File: src/rtl/spirxdata_blk_if.sv
// spirxdata_blk_if: bundles the command, low-level SPI byte engine and
// buffer-memory signals of the SD SPI receive-data block.
//   slave  modport : the receive block itself (inputs i_*, outputs o_*)
//   master modport : the command controller / SPI engine / memory side
// Signal groups:
//   command : i_start, i_lgblksz, i_fifo, o_busy, o_rxvalid, o_status, o_response
//   ll byte : i_ll_busy, o_ll_stb, o_ll_byte, i_ll_stb, i_ll_byte
//   memory  : o_write, o_addr, o_data
interface spirxdata_blk_if #(
  parameter int DW = 32,
  parameter int AW = 8
);
  logic          i_start;
  logic [3:0]    i_lgblksz;
  logic          i_fifo;
  logic          o_busy;
  logic          i_ll_busy;
  logic          o_ll_stb;
  logic [7:0]    o_ll_byte;
  logic          i_ll_stb;
  logic [7:0]    i_ll_byte;
  logic          o_write;
  logic [AW-1:0] o_addr;
  logic [DW-1:0] o_data;
  logic          o_rxvalid;
  logic [1:0]    o_status;
  logic [7:0]    o_response;

  modport slave (
    input  i_start, i_lgblksz, i_fifo, i_ll_busy, i_ll_stb, i_ll_byte,
    output o_busy, o_ll_stb, o_ll_byte, o_write, o_addr, o_data,
           o_rxvalid, o_status, o_response
  );

  modport master (
    output i_start, i_lgblksz, i_fifo, i_ll_busy, i_ll_stb, i_ll_byte,
    input  o_busy, o_ll_stb, o_ll_byte, o_write, o_addr, o_data,
           o_rxvalid, o_status, o_response
  );
endinterface

File: src/rtl/spirxdata_blk.sv
// spirxdata_blk: SD-card SPI data-block receiver. Clocks 0xFF filler bytes
// through the shared byte engine, hunts for the 0xFE start token, packs the
// payload big-endian into DW-bit words written to one buffer half, then
// consumes the trailing CRC16 and reports a status.
// Ports:
//   i_clk      system clock
//   i_reset_n  asynchronous active-low reset
//   bus        spirxdata_blk_if.slave (command, byte engine, memory signals)
// Status codes: 0 ok, 1 CRC error, 2 error token, 3 token timeout.
// Optional feature: define SPIRXDATA_CRC_CHECK_EN to compute and compare the
// CRC16-CCITT of the payload; otherwise CRC bytes are discarded and a
// completed block reports status 0.
module spirxdata_blk #(
  parameter int DW      = 32,
  parameter int AW      = 8,
  parameter int TIMEOUT = 1023
) (
  input logic           i_clk,
  input logic           i_reset_n,
  spirxdata_blk_if.slave bus
);

  localparam int TW = $clog2(TIMEOUT + 1);

  typedef enum logic [2:0] {
    S_IDLE,
    S_TOKEN,
    S_DATA,
    S_CRC1,
    S_CRC2,
    S_DONE
  } state_t;

  state_t        state, state_nx;

  logic          receiving;
  logic          rx;
  logic          ll_stb;
  logic          outstanding;
  logic [TW-1:0] tcount;
  logic [9:0]    bcount;
  logic [9:0]    blk_last;
  logic [3:0]    lgblksz;
  logic          is_token;
  logic          is_err;
  logic          timeout_hit;
  logic          data_last;
  logic          write;
  logic [AW-1:0] addr;
  logic [DW-1:0] data;
  logic [1:0]    status;
  logic [7:0]    response;

`ifdef SPIRXDATA_CRC_CHECK_EN
  logic [15:0]   crc;
  logic [15:0]   crc_nx;
  logic [7:0]    crc_hi;

  // CRC16-CCITT, poly 0x1021, MSB-first, one byte per call
  function automatic logic [15:0] crc16_byte(input logic [15:0] c, input logic [7:0] d);
    logic [15:0] r;
    r = c;
    for (int unsigned k = 0; k < 8; k++) begin
      if (r[15] ^ d[7 - k]) r = {r[14:0], 1'b0} ^ 16'h1021;
      else                  r = {r[14:0], 1'b0};
    end
    return r;
  endfunction

  always_comb crc_nx = crc16_byte(crc, bus.i_ll_byte);
`endif

  assign receiving   = (state == S_TOKEN) || (state == S_DATA) ||
                       (state == S_CRC1)  || (state == S_CRC2);
  // received bytes outside the receiving states are ignored
  assign rx          = bus.i_ll_stb && receiving;
  assign is_token    = (bus.i_ll_byte == 8'hfe);
  assign is_err      = (bus.i_ll_byte[7:4] == 4'h0) && (bus.i_ll_byte != 8'h00);
  assign timeout_hit = (tcount == TW'(TIMEOUT));
  assign blk_last    = (10'd1 << lgblksz) - 10'd1;
  assign data_last   = (bcount == blk_last);

  // state register
  always_ff @(posedge i_clk or negedge i_reset_n) begin
    if (!i_reset_n) state <= S_IDLE;
    else            state <= state_nx;
  end

  // next-state logic
  always_comb begin
    state_nx = state;
    unique case (state)
      S_IDLE:  if (bus.i_start) state_nx = S_TOKEN;
      S_TOKEN: if (rx) begin
                 if (is_token)                   state_nx = S_DATA;
                 else if (is_err || timeout_hit) state_nx = S_DONE;
               end
      S_DATA:  if (rx && data_last) state_nx = S_CRC1;
      S_CRC1:  if (rx) state_nx = S_CRC2;
      S_CRC2:  if (rx) state_nx = S_DONE;
      S_DONE:  state_nx = S_IDLE;
      default: state_nx = S_IDLE;
    endcase
  end

  // outputs decoded from state
  always_comb begin
    bus.o_busy    = receiving;
    bus.o_rxvalid = (state == S_DONE);
    ll_stb        = receiving && !outstanding;
    bus.o_ll_stb  = ll_stb;
    bus.o_ll_byte = '1;
  end

  assign bus.o_write    = write;
  assign bus.o_addr     = addr;
  assign bus.o_data     = data;
  assign bus.o_status   = status;
  assign bus.o_response = response;

  // datapath
  always_ff @(posedge i_clk or negedge i_reset_n) begin
    if (!i_reset_n) begin
      outstanding <= 1'b0;
      tcount      <= '0;
      bcount      <= '0;
      lgblksz     <= '0;
      write       <= 1'b0;
      addr        <= '0;
      data        <= '0;
      status      <= '0;
      response    <= '0;
`ifdef SPIRXDATA_CRC_CHECK_EN
      crc         <= '0;
      crc_hi      <= '0;
`endif
    end else begin
      write <= 1'b0;
      // word index advances the cycle after each write; the half bit is kept
      if (write) addr[AW-2:0] <= addr[AW-2:0] + 1'b1;

      // one byte outstanding at most: set on acceptance, cleared on reply
      if (!receiving)                    outstanding <= 1'b0;
      else if (rx)                       outstanding <= 1'b0;
      else if (ll_stb && !bus.i_ll_busy) outstanding <= 1'b1;

      unique case (state)
        S_IDLE: if (bus.i_start) begin
          lgblksz  <= bus.i_lgblksz;
          addr     <= {bus.i_fifo, {(AW-1){1'b0}}};
          bcount   <= '0;
          tcount   <= '0;
          status   <= '0;
          response <= '0;
`ifdef SPIRXDATA_CRC_CHECK_EN
          crc      <= '0;
`endif
        end
        S_TOKEN: if (rx && !is_token) begin
          if (is_err) begin
            response <= bus.i_ll_byte;
            status   <= 2'd2;
          end else if (timeout_hit) begin
            status   <= 2'd3;
          end else begin
            tcount   <= tcount + TW'(1);
          end
        end
        S_DATA: if (rx) begin
          data   <= {data[DW-9:0], bus.i_ll_byte};
          bcount <= bcount + 10'd1;
          if (bcount[1:0] == 2'b11) write <= 1'b1;
`ifdef SPIRXDATA_CRC_CHECK_EN
          crc    <= crc_nx;
`endif
        end
        S_CRC1: begin
`ifdef SPIRXDATA_CRC_CHECK_EN
          if (rx) crc_hi <= bus.i_ll_byte;
`endif
        end
        S_CRC2: if (rx) begin
`ifdef SPIRXDATA_CRC_CHECK_EN
          status <= ({crc_hi, bus.i_ll_byte} == crc) ? 2'd0 : 2'd1;
`else
          status <= 2'd0;
`endif
        end
        default: ;
      endcase
    end
  end

endmodule

File: src/flat_wrapper.sv
// flat-port wrapper written by rule: the top's interface ports become plain ports
module spirxdata_blk_flat 
#(
  parameter int DW      = 32,
  parameter int AW      = 8,
  parameter int TIMEOUT = 1023
)
  (i_clk, i_reset_n, bus_i_start, bus_i_lgblksz, bus_i_fifo, bus_i_ll_busy, bus_i_ll_stb, bus_i_ll_byte, bus_o_busy, bus_o_ll_stb, bus_o_ll_byte, bus_o_write, bus_o_addr, bus_o_data, bus_o_rxvalid, bus_o_status, bus_o_response);
  spirxdata_blk_if #(.DW(DW), .AW(AW)) bus_i ();
  input logic i_clk;
  input logic i_reset_n;
  input wire logic [$bits(bus_i.i_start)-1:0] bus_i_start;
  input wire logic [$bits(bus_i.i_lgblksz)-1:0] bus_i_lgblksz;
  input wire logic [$bits(bus_i.i_fifo)-1:0] bus_i_fifo;
  input wire logic [$bits(bus_i.i_ll_busy)-1:0] bus_i_ll_busy;
  input wire logic [$bits(bus_i.i_ll_stb)-1:0] bus_i_ll_stb;
  input wire logic [$bits(bus_i.i_ll_byte)-1:0] bus_i_ll_byte;
  output wire logic [$bits(bus_i.o_busy)-1:0] bus_o_busy;
  output wire logic [$bits(bus_i.o_ll_stb)-1:0] bus_o_ll_stb;
  output wire logic [$bits(bus_i.o_ll_byte)-1:0] bus_o_ll_byte;
  output wire logic [$bits(bus_i.o_write)-1:0] bus_o_write;
  output wire logic [$bits(bus_i.o_addr)-1:0] bus_o_addr;
  output wire logic [$bits(bus_i.o_data)-1:0] bus_o_data;
  output wire logic [$bits(bus_i.o_rxvalid)-1:0] bus_o_rxvalid;
  output wire logic [$bits(bus_i.o_status)-1:0] bus_o_status;
  output wire logic [$bits(bus_i.o_response)-1:0] bus_o_response;
  assign bus_i.i_start = bus_i_start;
  assign bus_i.i_lgblksz = bus_i_lgblksz;
  assign bus_i.i_fifo = bus_i_fifo;
  assign bus_i.i_ll_busy = bus_i_ll_busy;
  assign bus_i.i_ll_stb = bus_i_ll_stb;
  assign bus_i.i_ll_byte = bus_i_ll_byte;
  assign bus_o_busy = bus_i.o_busy;
  assign bus_o_ll_stb = bus_i.o_ll_stb;
  assign bus_o_ll_byte = bus_i.o_ll_byte;
  assign bus_o_write = bus_i.o_write;
  assign bus_o_addr = bus_i.o_addr;
  assign bus_o_data = bus_i.o_data;
  assign bus_o_rxvalid = bus_i.o_rxvalid;
  assign bus_o_status = bus_i.o_status;
  assign bus_o_response = bus_i.o_response;
  spirxdata_blk #(.DW(DW), .AW(AW), .TIMEOUT(TIMEOUT)) u_core (.i_clk(i_clk), .i_reset_n(i_reset_n), .bus(bus_i));
endmodule
File: config.mk
export PLATFORM = sky130hd
export DESIGN_NAME = spirxdata_blk_flat
export DESIGN_NICKNAME = d
export VERILOG_FILES = /design/src/rtl/spirxdata_blk_if.sv /design/src/rtl/spirxdata_blk.sv /design/src/flat_wrapper.sv
export SDC_FILE = /design/constraint.sdc
export NUM_CORES = 1
export LEC_CHECK = 0
export BUFFER_PORTS_ARGS = -buffer_cell sky130_fd_sc_hd__buf_2
export CAP_MARGIN = 40
export CORE_MARGIN = 2
export CORE_UTILIZATION = 25
export CTS_CLUSTER_DIAMETER = 200
export DETAILED_ROUTE_END_ITERATION = 8
export MAX_ROUTING_LAYER = met4
export REMOVE_ABC_BUFFERS = 1
export SYNTH_ARGS = -nofsm -noshare
export SYNTH_HDL_FRONTEND = slang
export SYNTH_SLANG_ARGS = --single-unit
File: constraint.sdc
create_clock -name i_clk -period 3.4 [get_ports i_clk]
set_input_delay 0.34 -clock i_clk [delete_from_list [all_inputs] [get_ports i_clk]]
set_output_delay 0.34 -clock i_clk [all_outputs]
set_load 0.005 [all_outputs]
==> impl_results.md <==
* Hold Crit Class: input port to flip-flop
* Filler instances at 1615
* Yosys top cell by area: dfrtp_1
* Async S/R FF share, synth at 100.0%
* Critical path type: flip-flop to flip-flop
* CTS-repair resized insts at 0
* Unique cell type count in the Yosys netlist at 59
* # IOs at 80
* CTS Buf Count at 9
* Cells after Synth at 369
* FP Rows at 45
* Clock skew at 0.005167 ns
* LEAKAGE at 2.312 nW
* Hold Violations, Final at 0
* Largest net degree at the start of global routing at 51
* Setup Buffers After CTS at 0
* RePlAce Congestion at 0.8888
* Type of origin of the critical path: flip-flop
* Clock Latency Late Sink at 0.35 ns
* Initial antenna violation count at 0
* Flops & latches, synth at 79
* Die X at 129.4 um
* P per Cell Area at 619.8 nW/um^2
* Peak VDD IR at 0.2664 mV
* Port Buffers at 71
* Sequential cell area at 1977 um^2
* Setup ws final at 0.7115 ns
* Post-route setup TNS at 0 ns
* Initial DRC Count at 179
* DRC at 0
* Finished Layout Cells at 653
* Vias in the first global route at 3005
* ANT cells at 0
* Yosys top cell area share at 50.27%
* RSZ-0062 raised after global routing: false
* Fmax at 372.0 MHz
* Arrival time worst endpoint at 2.92 ns
* CTS Root Buffer Type: clkbuf_16
* Post-synth EDFFs at 0
* Yosys warnings at 0
* Status: finished clean
* Final min period at 2.689 ns
* Proportion of layout cells with a drive suffix above 1 at 31.00%
* CTS sink cnt at 79
* Syn Area/Cell at 10.66 um^2
* Hold Slack at 0.1893 ns
* DR vias/cell at 4.602
* Antenna-violating nets left at 0
* Global-route wire length before repair at 15.21 mm
* First-pass iteration count of the detailed router at 4
* Area added between synthesis and finish at 21.79%
* Ranking of synthesized cells by area: dfrtp_1 50%, mux2_2 9.4%, nand2_1 4.0%, nor2_1 2.6%, xnor2_1 2.2%
* Placeable Area at 15310 um^2
* Slew Viols, Final at 0
* Slew headroom at 61.27%
* Tot Pwr at 2.969 mW
* Initial Utilization at 25.68%
* Die height at 129.4 um
* Cell Area, Synth at 3933 um^2
* Routed vias at 3005
* WL final at 9.262 mm
* DP Worst Slack at 0.7842 ns
* Main synth FF type: dfrtp_1
* Max clock buf depth at 2
* Tightest Pin Transition at 0.5810 ns
* Sequential share of the synthesized area at 50.27%
* Period utilization at 79.07%
* CTS tree: done
* GR Util All Layers at 12.03%
* Area of the multi-input gates at 1817 um^2
* CP Max Fanout at 18
* Nets at 459
* Maxcap violations at 0
* DP Wirelength at 6.662 mm
* Remaining Overflow, GRT at 0
* Final Setup Violations at 0
* Placed Cells at 636
* CTS clk-pin slew, worst paths at 0.06 ns
* DR WL/cell at 14.18 um
* Endpoint type of the worst setup path: flip-flop
* Die area at 16750 um^2
* H-tree levels at 3
* Required @ worst endpoint at 3.63 ns
layer usage:
| layer | wire (um) | up-vias | GRT usage (%) |
|---|---|---|---|
| li1 | - | 1436 | - |
| met1 | 4106 | 1485 | 14.24 |
| met2 | 4594 | 71 | 19.32 |
| met3 | 450 | 13 | 4.211 |
| met4 | 111 | 0 | 3.732 |
| met5 | 0 | - | - |
report_power, final:
group          switching [mW]  internal, mW  total [mW]
sequential              0.180          1.04        1.22
combinational           0.481         0.365       0.846
clock                   0.387         0.513       0.899
total                    1.05          1.92        2.97
layout make-up:
class,instances,area share [%]
sequential,79,41.27
multi-input combinational,261,37.93
timing repair buffer,76,8.725
tap,211,5.512
clock buffer,11,5.068
inverter,10,0.7837
clock inverter,5,0.7053
Yosys cell counts (3+ instances only):
| master | n |
|---|---|
| dfrtp_1 | 79 |
| nand2_1 | 42 |
| mux2_2 | 33 |
| nor2_1 | 27 |
| o21ai_0 | 15 |
| a21oi_1 | 11 |
| clkbuf_1 | 11 |
| inv_1 | 10 |
| xnor2_1 | 10 |
| nand3_1 | 9 |
| buf_4 | 8 |
| nor2b_1 | 8 |
| buf_2 | 7 |
| xor2_1 | 7 |
| mux2i_1 | 6 |
| nand4_1 | 6 |
| nor4_1 | 6 |
| and3_1 | 5 |
| a31oi_1 | 4 |
| ha_1 | 4 |
| nor3b_1 | 4 |
| or3_1 | 4 |
| nor3_1 | 3 |
| o22ai_1 | 3 |
| o41ai_1 | 3 |
cells by family (layout without fill, tap and decap cells):
| family | after synthesis | count (layout) | share of synthesized area, % |
|---|---|---|---|
| other | 1 | 8 | 0.09536 |
| xor gates and xnor gates | 17 | 17 | 3.786 |
| AOI/OAI and AO/OA | 55 | 55 | 9.768 |
| DFF | 79 | 79 | 50.27 |
| muxes | 40 | 40 | 11.26 |
| and+or+nand+nor | 137 | 137 | 19.12 |
| adders and majority gates | 4 | 4 | 1.273 |
| buffers and inverters | 36 | 102 | 4.423 |
critical path, cell delays in order, from the launching register on:
cell and delay (ns):
dfrtp_1 0.57, or4b_2 0.74, ha_1 0.27, nor4bb_1 0.39, o21bai_1 0.11, a31oi_1 0.18, nor4_1 0.08, a31o_2 0.24
placed cells by master (no fill, tap or decap), types with 5 or more instances in the layout:
master | netlist | layout
conb_1 | 1 | 8
nand2_1 | 42 | 42
mux2i_1 | 6 | 6
nand4_1 | 6 | 6
a21oi_1 | 11 | 11
buf_2 | 7 | 70
mux2_2 | 33 | 33
nor4_1 | 6 | 6
and3_1 | 5 | 5
inv_1 | 10 | 10
nor2b_1 | 8 | 8
nand3_1 | 9 | 9
xnor2_1 | 10 | 10
xor2_1 | 7 | 7
o21ai_0 | 15 | 15
clkbuf_16 | 0 | 9
dfrtp_1 | 79 | 79
nor2_1 | 27 | 27
stage by stage:
step,utilization [%],area [um^2]
final,31.27,4790
after global routing,31.27,4790
after CTS,31.27,4790
after detailed placement,29.40,4503
after global placement,29.22,4476
after floorplan,-,3822
state kept, by name, summed over array words and instances, names as in the netlist:
name and cells:
u_core.bus.o_data 32, u_core.bcount 10, u_core.tcount 10, u_core.bus.o_addr 8, u_core.bus.o_response 8, u_core.lgblksz 4, u_core.state 3, u_core.bus.o_status 2
u_core.bus.o_write 1, u_core.outstanding 1
worst paths after layout:
check | from | endpoint | slack (ns) | cells past startpoint
setup reg to reg | u_core.lgblksz[3]$_DFFE_PN0P_ | u_core.state[0]$_DFFE_PN0P_ | 0.71 | 7
min in group asynchronous | i_reset_n | u_core.bcount[8]$_DFFE_PN0P_ | 0.41 | 2
setup / recovery | u_core.lgblksz[3]$_DFFE_PN0P_ | u_core.state[0]$_DFFE_PN0P_ | 0.71 | 7
max in group asynchronous | i_reset_n | u_core.bus.o_data[21]$_DFFE_PN0P_ | 2.46 | 3
hold reg to reg | u_core.bus.o_addr[7]$_DFFE_PN0P_ | u_core.bus.o_addr[7]$_DFFE_PN0P_ | 0.48 | 2
hold / removal | bus_i_lgblksz[0] | u_core.lgblksz[0]$_DFFE_PN0P_ | 0.19 | 3
timing repair:
item	CTS	global route
endpoints found under the hold margin	15	0
hold buffers	1	0
endpoints found under the setup margin	0	0
(Power assumes the default switching activity.)
